**config.mk**
```make
export PLATFORM = sky130hd
export DESIGN_NAME = flag_cdc_scheduler
export DESIGN_NICKNAME = d
export VERILOG_FILES = /design/src/rtl/flag_cdc_scheduler.sv
export SDC_FILE = /design/constraint.sdc
export NUM_CORES = 1
export LEC_CHECK = 0
export ABC_AREA = 1
export CAP_MARGIN = 0
export CORE_MARGIN = 4
export CORE_UTILIZATION = 50
export DETAILED_ROUTE_END_ITERATION = 8
export PLACE_DENSITY_LB_ADDON = 0.2
export SYNTH_ARGS = -nofsm -noshare
export SYNTH_HDL_FRONTEND = slang
export SYNTH_SLANG_ARGS = --single-unit
```
**constraint.sdc**
```tcl
create_clock -name clk -period 7.6 [get_ports clk]
set_input_delay 1.9 -clock clk [delete_from_list [all_inputs] [get_ports clk]]
set_output_delay 1.9 -clock clk [all_outputs]
set_load 0.01 [all_outputs]
```
**src/rtl/flag_cdc_scheduler.sv**
```systemverilog
// Merges per-requester event flags onto one flag-crossing channel: round-robin
// grants, one-cycle pulses, and a guaranteed low gap so the far-side synchronizer sees every flag.
module flag_cdc_scheduler #(
    parameter int NREQ  = 4,
    parameter int GAP   = 6,
    parameter int CNT_W = 4,
    parameter int ID_W  = 2
) (
    input  logic            clk,
    input  logic            rst,
    input  logic            enable,
    input  logic [NREQ-1:0] req_flag,
    input  logic [NREQ-1:0] ovf_clr,
    output logic            flag_out,
    output logic [ID_W-1:0] flag_id,
    output logic [NREQ-1:0] pending,
    output logic [NREQ-1:0] overflow,
    output logic            busy
);
    localparam int GAP_W = (GAP > 1) ? $clog2(GAP) : 1;
    localparam logic [CNT_W-1:0] CNT_MAX  = '1;
    localparam logic [GAP_W-1:0] GAP_LOAD = GAP_W'(GAP - 1);

    typedef enum logic [1:0] {IDLE, ISSUE, HOLD} state_t;

    state_t           state, stateNext;
    logic [GAP_W-1:0] gapCnt;
    logic [ID_W-1:0]  rrPtr, grantIdx, searchIdx;
    logic [CNT_W-1:0] cnt [NREQ];
    logic [NREQ-1:0]  grantVec, incOnly, decOnly;
    logic             anyPend, grantFound, doGrant;

    always_comb begin
        pending = '0;
        for (int i = 0; i < NREQ; i++) pending[i] = (cnt[i] != '0);
    end

    assign anyPend = |pending;
    assign busy    = (state != IDLE) || anyPend;

    // Round-robin: first pending requester strictly after the last one served.
    always_comb begin
        grantIdx   = '0;
        grantFound = 1'b0;
        searchIdx  = '0;
        for (int k = 1; k <= NREQ; k++) begin
            searchIdx = ID_W'((int'(rrPtr) + k) % NREQ);
            if (!grantFound && pending[searchIdx]) begin
                grantFound = 1'b1;
                grantIdx   = searchIdx;
            end
        end
    end

    always_comb begin
        stateNext = state;
        doGrant   = 1'b0;
        case (state)
            IDLE: begin
                if (enable && anyPend) begin
                    doGrant   = 1'b1;
                    stateNext = ISSUE;
                end
            end
            ISSUE: stateNext = HOLD;
            HOLD: begin
                if (gapCnt == '0) begin
                    if (enable && anyPend) begin
                        doGrant   = 1'b1;
                        stateNext = ISSUE;
                    end else begin
                        stateNext = IDLE;
                    end
                end
            end
            default: stateNext = IDLE;
        endcase
    end

    always_comb begin
        grantVec = '0;
        if (doGrant) grantVec[grantIdx] = 1'b1;
    end

    // A request and a grant on the same requester cancel out.
    assign incOnly = req_flag & ~grantVec;
    assign decOnly = grantVec & ~req_flag;

    always_ff @(posedge clk or posedge rst) begin
        if (rst) begin
            state    <= IDLE;
            gapCnt   <= '0;
            rrPtr    <= ID_W'(NREQ - 1);
            flag_out <= 1'b0;
            flag_id  <= '0;
        end else begin
            state    <= stateNext;
            flag_out <= doGrant;
            if (doGrant) begin
                flag_id <= grantIdx;
                rrPtr   <= grantIdx;
            end
            if (state == ISSUE)
                gapCnt <= GAP_LOAD;
            else if (state == HOLD && gapCnt != '0)
                gapCnt <= gapCnt - 1'b1;
        end
    end

    always_ff @(posedge clk or posedge rst) begin
        if (rst) begin
            for (int i = 0; i < NREQ; i++) cnt[i] <= '0;
            overflow <= '0;
        end else begin
            for (int i = 0; i < NREQ; i++) begin
                // A lost event sets the sticky bit even if a clear arrives at the same edge.
                if (incOnly[i] && cnt[i] == CNT_MAX)
                    overflow[i] <= 1'b1;
                else if (ovf_clr[i])
                    overflow[i] <= 1'b0;

                if (incOnly[i] && cnt[i] != CNT_MAX)
                    cnt[i] <= cnt[i] + 1'b1;
                else if (decOnly[i])
                    cnt[i] <= cnt[i] - 1'b1;
            end
        end
    end
endmodule

```
After elaboration in Yosys (flattened, before gate mapping) --
Cells that the tools add are included.
Storage, ports and cells: flip-flop bits (word level) 30, input bits 11, output and inout port bits 12, word-level logic and storage cells 128
Operators by class: add/sub/neg operators 13, order comparisons 6, equal/unequal tests 12, multiplexer cells 43, bitwise operators 4, reduce and logical (&&, ||, !) cells 37
Operators by type and width (count):
- 4-bit two-way mux | 9
- 2-bit nonzero test | 10
- 1-bit two-way mux | 19
- 4-bit by 1-bit adder with 4-bit output (second input constant) | 4
- 4-bit == test (second input constant) | 4
- 4-bit != test (second input constant) | 4
- 4-bit nonzero test | 4
- 4-bit by 1-bit subtractor with 4-bit output (second input constant) | 4
- 2-bit by 3-bit < comparator with 1-bit output (second input constant) | 5
- 1-bit logical AND | 14
- 2-bit two-way mux | 6
- 4-bit AND | 2
- 1-bit binary-select mux with 2-bit select | 4
- 4-bit NOT | 2
- 3-bit two-way mux | 2
- 2-bit case mux with 3 select lines | 1
- 2-bit by 1-bit adder with 2-bit output (second input constant) | 2
- 2-bit adder (second input constant) | 2
- 2-bit != test (second input constant) | 2
- 4-bit OR reduction | 1
- 1-bit zero test | 3
- 3-bit zero test | 1
- 3-bit nonzero test | 1
- 3-bit by 1-bit subtractor with 3-bit output (second input constant) | 1
- 8 further kinds | 8

Logic depth before layout (Yosys ltp) --
Gate-level depths: netlist of the first run.
depth in word-level cells 22, gate-level depth with buffers 21, depth with buffers taken out 20

Worst setup path before layout of the first run --
Ideal clock, no wire load.
path type input port to flip-flop, from input enable, to register cnt[3] (netlist name), library setup time 116 ps, arrival 3316 ps, data required time 7484 ps, path slack 4167 ps, stages 14, buffers on the path 1, path through nand4_1 > inv_1 > buf_6 > nand3_1 > nand3_2 > ha_1 > nand2_1 > nand2_1 > a31oi_1 > inv_1 > nand2_1 > nand2_1 > nand2_1 > nand2_1
On the way: longest elaborated chain between the ends 9, elaborated cells on any way between the ends 11, classes of those cells 5 x mux; 3 x bitwise; 3 x reduce/logical
RTL lines:
- start: declaration | line 11 | input logic enable,
- 1-bit logical AND * | line 60, 68
- 1-bit two-way mux * | line 60, 68
- 1-bit two-way mux | line 67 | if (gapCnt == '0) begin
- 1-bit case mux with 2 select lines * | line 58 | case (state)
- named net doGrant | line 31 | logic anyPend, grantFound, doGrant;
- 4-bit two-way mux * | line 82 | if (doGrant) grantVec[grantIdx] = 1'b1;
- 4-bit NOT | line 86 | assign incOnly = req_flag & ~grantVec;
- 4-bit AND | line 86
- 1-bit logical AND | line 122 | if (incOnly[i] && cnt[i] != CNT_MAX)
- 4-bit two-way mux or 2-bit nonzero test (tied branches)
- end signal: indexed assignment | line 123 | cnt[i] <= cnt[i] + 1'b1;
- end signal: indexed assignment | line 125 | cnt[i] <= cnt[i] - 1'b1;
- end: declaration | line 29 | logic [CNT_W-1:0] cnt [NREQ];
The timed path passes the listed nets; every way through them passes the cells marked *. A chain may end at the register's enable or synchronous reset.

Worst setup path after layout of the first run --
from register cnt[13] (netlist name), to output busy
On the way: longest elaborated chain between the ends 3
RTL lines:
- 4-bit nonzero test | line 35 | for (int i = 0; i < NREQ; i++) pending[i] = (cnt[i] != '0);
- 4-bit OR reduction | line 38 | assign anyPend = |pending;
- 1-bit logical OR | line 39 | assign busy = (state != IDLE) || anyPend;
- end: declaration | line 18 | output logic busy
No other way between the ends.

==> reports/metrics.cfg, run 1 <==
[status]
status = finished, final reports clean

[global_route]
gr-total-overflow = 0
grt_max_degree = 31
antenna_found_initial = 0
grtUsageTotal = 0.177
grt_pass1_vias = 1706
grt_pass1_wl_mm = 7.36

[floorplanning]
row_count = 23
ios = 23
dieArea_um2 = 5410
start_util = 0.526
fp.dieH_um = 73.6
die_w_um = 73.6
core_area_um2 = 4090

[cells_and_area]
num-nets-final = 329
antenna_cells = 0
area_delta_synth_final_pct = 16.2
final_common_cell = nand2_1
drive_gt1_frac = 0.138
postLayoutCellArea_um2 = 2500
layout_common_cells = nand2_1, inv_1, dfrtp_1
post-route-util = 0.611

[worst_setup_path]
slowest_delay_ns = 0.48
path_cells = nor2_1 -> nand2_1 -> nor2_1 -> nand2_1 -> or3_1 -> clkdlybuf4s50_1
crit_type = flip-flop to output port
required_ns = 5.70
path_max_fanout = 5
crit_path_end_kind = output port
worstPathArrival_ns = 2.13
path_buf_inv = 1
cpMaxStageDelayCell = clkdlybuf4s50_1
r2r_setup_slack_ns = 4.59
critPathLaunchType = flip-flop
cp_top_family = simple AND/OR/NAND/NOR gates

[detailed_routing]
vias_per_cell = 5.06
drt_iter0_markers = 58
route.antenna.remaining_nets = 0
routed-via-count = 1798
dr.pass1.iters = 4
drt-total-wl_mm = 4.27
drc = 0
wl_per_cell_um = 12.0

[sta]
setup_viol = 0
rsz0062_at_grt = no
period_needed_ns = 4.03
setup_ws_ns = 3.57
slew_headroom = 0.739
period_share = 0.530
finalSetupTns_ns = 0
fmax_mhz = 248
slew_violations = 0
worst_clock_skew_ns = 0.00970
hold_viol_final = 0
tightest_slew_ns = 0.392

[place]
placement.io_buffers = 22
gp_congestion = 0.885
dp_hpwl_mm = 3.25
pre_cts_slack_ns = 3.41
placed_area_um2 = 2400

[synth]
synth-seq-cells = 30
synth_nets = 302
synth_area_um2 = 2150
ys_types = 29
synth_top_family_by_area = simple AND/OR/NAND/NOR gates
synth_mux_area_frac = 0
synth_area_per_cell_um2 = 7.76
synth_compound_area_frac = 0.0460
yosysWarnings = 0
synth_xor_area_frac = 0.0437
yosys.area_share.adder = 0.0955
syn_inst = 277
synth.yosys.seq_area_share = 0.350
synth-simple-area-share = 0.372

[clock_tree]
cts.sinks = 30
htreeDepth = 2
hold_buffers = 0
cts_made_buffers = 5
cts.root.buffer_cell = clkbuf_8
cts_tree = yes
cts_buffer_depth = 2
cts.repair.resized = 0
clk_pin_slew_ns = 0.07
clkLatencyLatePin_ns = 0.29
postCtsSetupBuffers = 0

[pwr]
power_density_nw_per_um2 = 477
power.leakage_uw = 0.00128
max-vdd-ir-drop_mv = 0.240

[flow_run]
drv_cap = 0

[min_path]
hold_path_class = flip-flop to flip-flop

## final timing paths
path | from | endpoint | cells past startpoint
max in group asynchronous | rst | rrPtr[0]$_DFFE_PP1N_ | 3
worst min-delay path | flag_id[0]$_DFFE_PP0N_ | flag_id[0]$_DFFE_PP0N_ | 2
min in group asynchronous | rst | gapCnt[2]$_DFFE_PP0P_ | 3
worst max-delay path | cnt[13]$_DFFE_PP0P_ | busy | 6
worst max register to register | rrPtr[0]$_DFFE_PP1N_ | cnt[11]$_DFFE_PP0P_ | 20
worst min register to register | flag_id[0]$_DFFE_PP0N_ | flag_id[0]$_DFFE_PP0N_ | 2
## registers in the layout, summed over array words and instances (netlist names)
name	cells
gapCnt	3
cnt	16
flag_id	2
overflow	4
state	2
rrPtr	2
flag_out	1
## where the power goes
group	switching [uW]	leakage (uW)	internal [uW]
clock	63.1	0.0000472	72.7
combinational	440	0.000870	282
sequential	92.1	0.000368	240
total	596	0.00128	595
## Yosys cell counts, drive strengths merged
cell / n / share of area
xnor2: 1 / 0.0076
inv: 41 / 0.072
xor2: 8 / 0.036
a31oi: 4 / 0.012
dfstp: 2 / 0.024
clkinv: 1 / 0.0041
clkbuf: 1 / 0.0064
fa: 4 / 0.037
or3: 1 / 0.0029
nor2: 20 / 0.047
nand3b: 2 / 0.0070
buf: 2 / 0.010
o22ai: 3 / 0.0087
nand3: 40 / 0.12
o21ai: 9 / 0.021
nand4: 7 / 0.020
a21oi: 2 / 0.0047
dfrtp: 28 / 0.33
ha: 10 / 0.058
nand2: 89 / 0.17
nor4: 2 / 0.0058
## worst min-delay path, cell delays in order (launching register included)
cell and delay [ns]:
dfrtp_1 0.35, nand2_1 0.05, nand2_1 0.06
## metrics by stage
step                hold WS, ns  cells  total power [uW]
global placement          0.473    347              1040
CTS                       0.487    355              1200
detailed placement        0.471    347              1050
floorplan                 0.459    277               902
global route              0.532    355              1320
finish                    0.486    355              1190
## per-layer routing
metal | up-vias | share of wire | GRT usage
met2 | 24 | 0.45 | 0.271
met5 | - | 0 | 0
met3 | 5 | 0.026 | 0.0369
met1 | 827 | 0.51 | 0.244
li1 | 942 | - | -
met4 | 0 | 0.013 | 0.0684
## kinds of logic after synthesis
group,after synthesis
adders and majority gates,14
buffers and inverters,45
xor gates and xnor gates,9
and+or+nand+nor,161
AOI/OAI and AO/OA,18
DFF,30
## cell type report
cell class	count	area, um2
inverters	42	163
multi-input cells	202	1200
repair buffers	23	228
clock inverters	2	12.5
well taps	50	62.6
clock buffers	6	82.6
flip-flops and latches	30	753
fillers	373	1590
(Power assumes the default switching activity.)
==> run 2, diff against run 1 <==
==> constraint.sdc (replaced) <==
create_clock -name clk -period 3.2 [get_ports clk]
set_input_delay 0.8 -clock clk [delete_from_list [all_inputs] [get_ports clk]]
set_output_delay 0.8 -clock clk [all_outputs]
set_load 0.01 [all_outputs]
==> run 2 against run 1 <==
Net effect: die area did not move; core utilization grew 0.55 points; routed wire length fell by 2.3%; global-route usage grew 0.68 points; design area rose by 0.90%; worst setup slack lost 3.3 ns; count of clock-buffer cells in the layout unchanged; sequential power up 130%; power is 140% higher; final cell count up 0.85%; clock skew shrank 0.0032 ns; clock power rose by 130%; highest routed layer unchanged.
==> reports/metrics.cfg, run 2 (synthesized netlist as in run 1, its figures left out) <==
[status]
status = finished, final reports clean

[clock_tree]
postCtsSetupBuffers = 0  ; unchanged
cts_tree = yes
cts.root.buffer_cell = clkbuf_8
cts_buffer_depth = 2  ; unchanged
hold_buffers = 0  ; unchanged
cts_made_buffers = 5  ; unchanged
cts.repair.resized = 0  ; unchanged
clkLatencyLatePin_ns = 0.29  ; about the same
htreeDepth = 2  ; unchanged
cts.sinks = 30  ; unchanged
clk_pin_slew_ns = 0.07  ; about the same

[place]
placement.io_buffers = 22  ; unchanged
gp_congestion = 0.900  ; +1.6%
dp_cells = 348  ; +0.29%
pre_cts_slack_ns = 0.189  ; -3.22 ns
dp_hpwl_mm = 3.22  ; -0.82%

[worst_setup_path]
critPathCapture = cnt[3]$_DFFE_PP0P_
reg2reg_to = cnt[3]$_DFFE_PP0P_
r2r_setup_slack_ns = 0.24  ; -4.35 ns
reg2reg_depth = 18  ; -10%
path_max_fanout = 7  ; +2
crit_path_end_kind = flip-flop
crit_type = flip-flop to flip-flop
required_ns = 3.38  ; -2.32 ns
cp-startpoint = rrPtr[0]$_DFFE_PP1N_
timing.rr.start = rrPtr[0]$_DFFE_PP1N_
critPathLaunchType = flip-flop
worstPathArrival_ns = 3.14  ; +1.01 ns

[floorplanning]
die_w_um = 73.6  ; unchanged
start_util = 0.526  ; unchanged
fp.dieH_um = 73.6  ; unchanged
dieArea_um2 = 5410  ; unchanged
row_count = 23  ; unchanged
core_area_um2 = 4090  ; unchanged
ios = 23  ; unchanged

[sta]
fmax_mhz = 338
setup_viol = 0  ; unchanged
tightest_slew_ns = 0.387  ; -0.00442 ns
finalSetupTns_ns = 0  ; unchanged
setup_ws_ns = 0.237  ; -3.34 ns
rsz0062_at_grt = no
slew_violations = 0  ; unchanged
period_share = 0.926
period_needed_ns = 2.96
hold_viol_final = 0  ; unchanged
worst_clock_skew_ns = 0.00653  ; -0.00317 ns
slew_headroom = 0.741  ; +0.00266

[cells_and_area]
post-route-util = 0.617  ; +0.00551
largestRegisters = cnt: 16 flops, overflow: 4 flops, gapCnt: 3 flops
antenna_cells = 0  ; unchanged
largest_reg_flops = 16  ; unchanged
num-nets-final = 332  ; +0.91%
regMostFlops = cnt
final_common_cell = nand2_1
layout_common_cells = nand2_1, inv_1, dfrtp_1
drive_gt1_frac = 0.146  ; +0.00840
area_delta_synth_final_pct = 17.3
instances_no_fill = 358  ; +0.85%

[global_route]
grt_pass1_wl_mm = 7.68  ; +4.4%
gr-total-overflow = 0  ; unchanged
grt_max_degree = 31  ; unchanged
grtUsageTotal = 0.183  ; +0.00681
antenna_found_initial = 0  ; unchanged
grt_pass1_vias = 1771  ; +3.8%

[detailed_routing]
routed-via-count = 1815  ; +0.95%
drt_iter0_markers = 60  ; +3.4%
route.antenna.remaining_nets = 0  ; unchanged
dr.pass1.iters = 4  ; unchanged
drt-total-wl_mm = 4.17  ; -2.3%
drc = 0  ; unchanged
vias_per_cell = 5.07  ; about the same
wl_per_cell_um = 11.6  ; -3.1%

[pwr]
max-vdd-ir-drop_mv = 0.508  ; +110%
power_density_nw_per_um2 = 1130  ; +140%
finalPower_uw = 2840  ; +140%
power.leakage_uw = 0.00130  ; +1.1%

[min_path]
hold_path_class = flip-flop to flip-flop

[flow_run]
drv_cap = 0  ; unchanged

run 2: changes by cell type in the layout (fill, tap and decap cells not counted):
| cell | change |
|---|---|
| buf_4 | +3 |
run 2: critical path: stages (launching register included):
cell	delay, ns
dfstp_2	0.63
buf_4	0.17
xor2_2	0.19
nand3_1	0.13
nand2_2	0.12
nor2_2	0.05
nand3_2	0.08
nand3_1	0.18
nand3_1	0.18
nand3_2	0.16
ha_1	0.36
nand2_1	0.09
nand2_1	0.05
a31oi_1	0.18
inv_1	0.06
nand2_1	0.08
nand2_1	0.05
nand2_1	0.05
nand2_1	0.04
run 2: area by class of cell:
class | instances | area [um2]
timing repair buffer | 26 | 250
clock buffer | 6 | 82.6
multi-input combinational | 202 | 1200
inverter | 42 | 163
clock inverter | 2 | 12.5
sequential | 30 | 753
fill | 391 | 1570
tap | 50 | 62.6
run 2: routing by layer:
layer / GRT usage / vias to the layer above / routed length (um) / part of all wire
met5: 0 / - / 0 / 0
met4: 0.0805 / 0 / 79 / 0.019
met3: 0.0451 / 7 / 193 / 0.046
met2: 0.286 / 32 / 1870 / 0.45
met1: 0.240 / 827 / 2020 / 0.49
li1: - / 949 / - / -
run 2: report_power, final:
group          switching, uW  total (uW)  internal (uW)
registers                205         776            571
clock network            146         319            172
logic                   1060        1750            689
run 2: metrics by stage:
| step | hold WS [ns] | instance area (um2) |
|---|---|---|
| floorplan | 0.459 | 2150 |
| global placement | 0.471 | 2410 |
| detailed placement | 0.478 | 2410 |
| CTS | 0.493 | 2510 |
| global route | 0.521 | 2520 |
| finish | 0.486 | 2520 |
run 2: worst min-delay path by stage:
stage | from | end | slack, ns | depth (start not counted)
2_1_floorplan | gapCnt[0]$_DFFE_PP0P_ | gapCnt[0]$_DFFE_PP0P_ | 0.46 | 1
3_3_place_gp | flag_id[0]$_DFFE_PP0N_ | flag_id[0]$_DFFE_PP0N_ | 0.47 | 2
3_5_place_dp | flag_id[0]$_DFFE_PP0N_ | flag_id[0]$_DFFE_PP0N_ | 0.48 | 2
4_1_cts | flag_id[0]$_DFFE_PP0N_ | flag_id[0]$_DFFE_PP0N_ | 0.49 | 2
5_1_grt | cnt[11]$_DFFE_PP0P_ | cnt[11]$_DFFE_PP0P_ | 0.52 | 2
6_report | flag_id[0]$_DFFE_PP0N_ | flag_id[0]$_DFFE_PP0N_ | 0.49 | 2
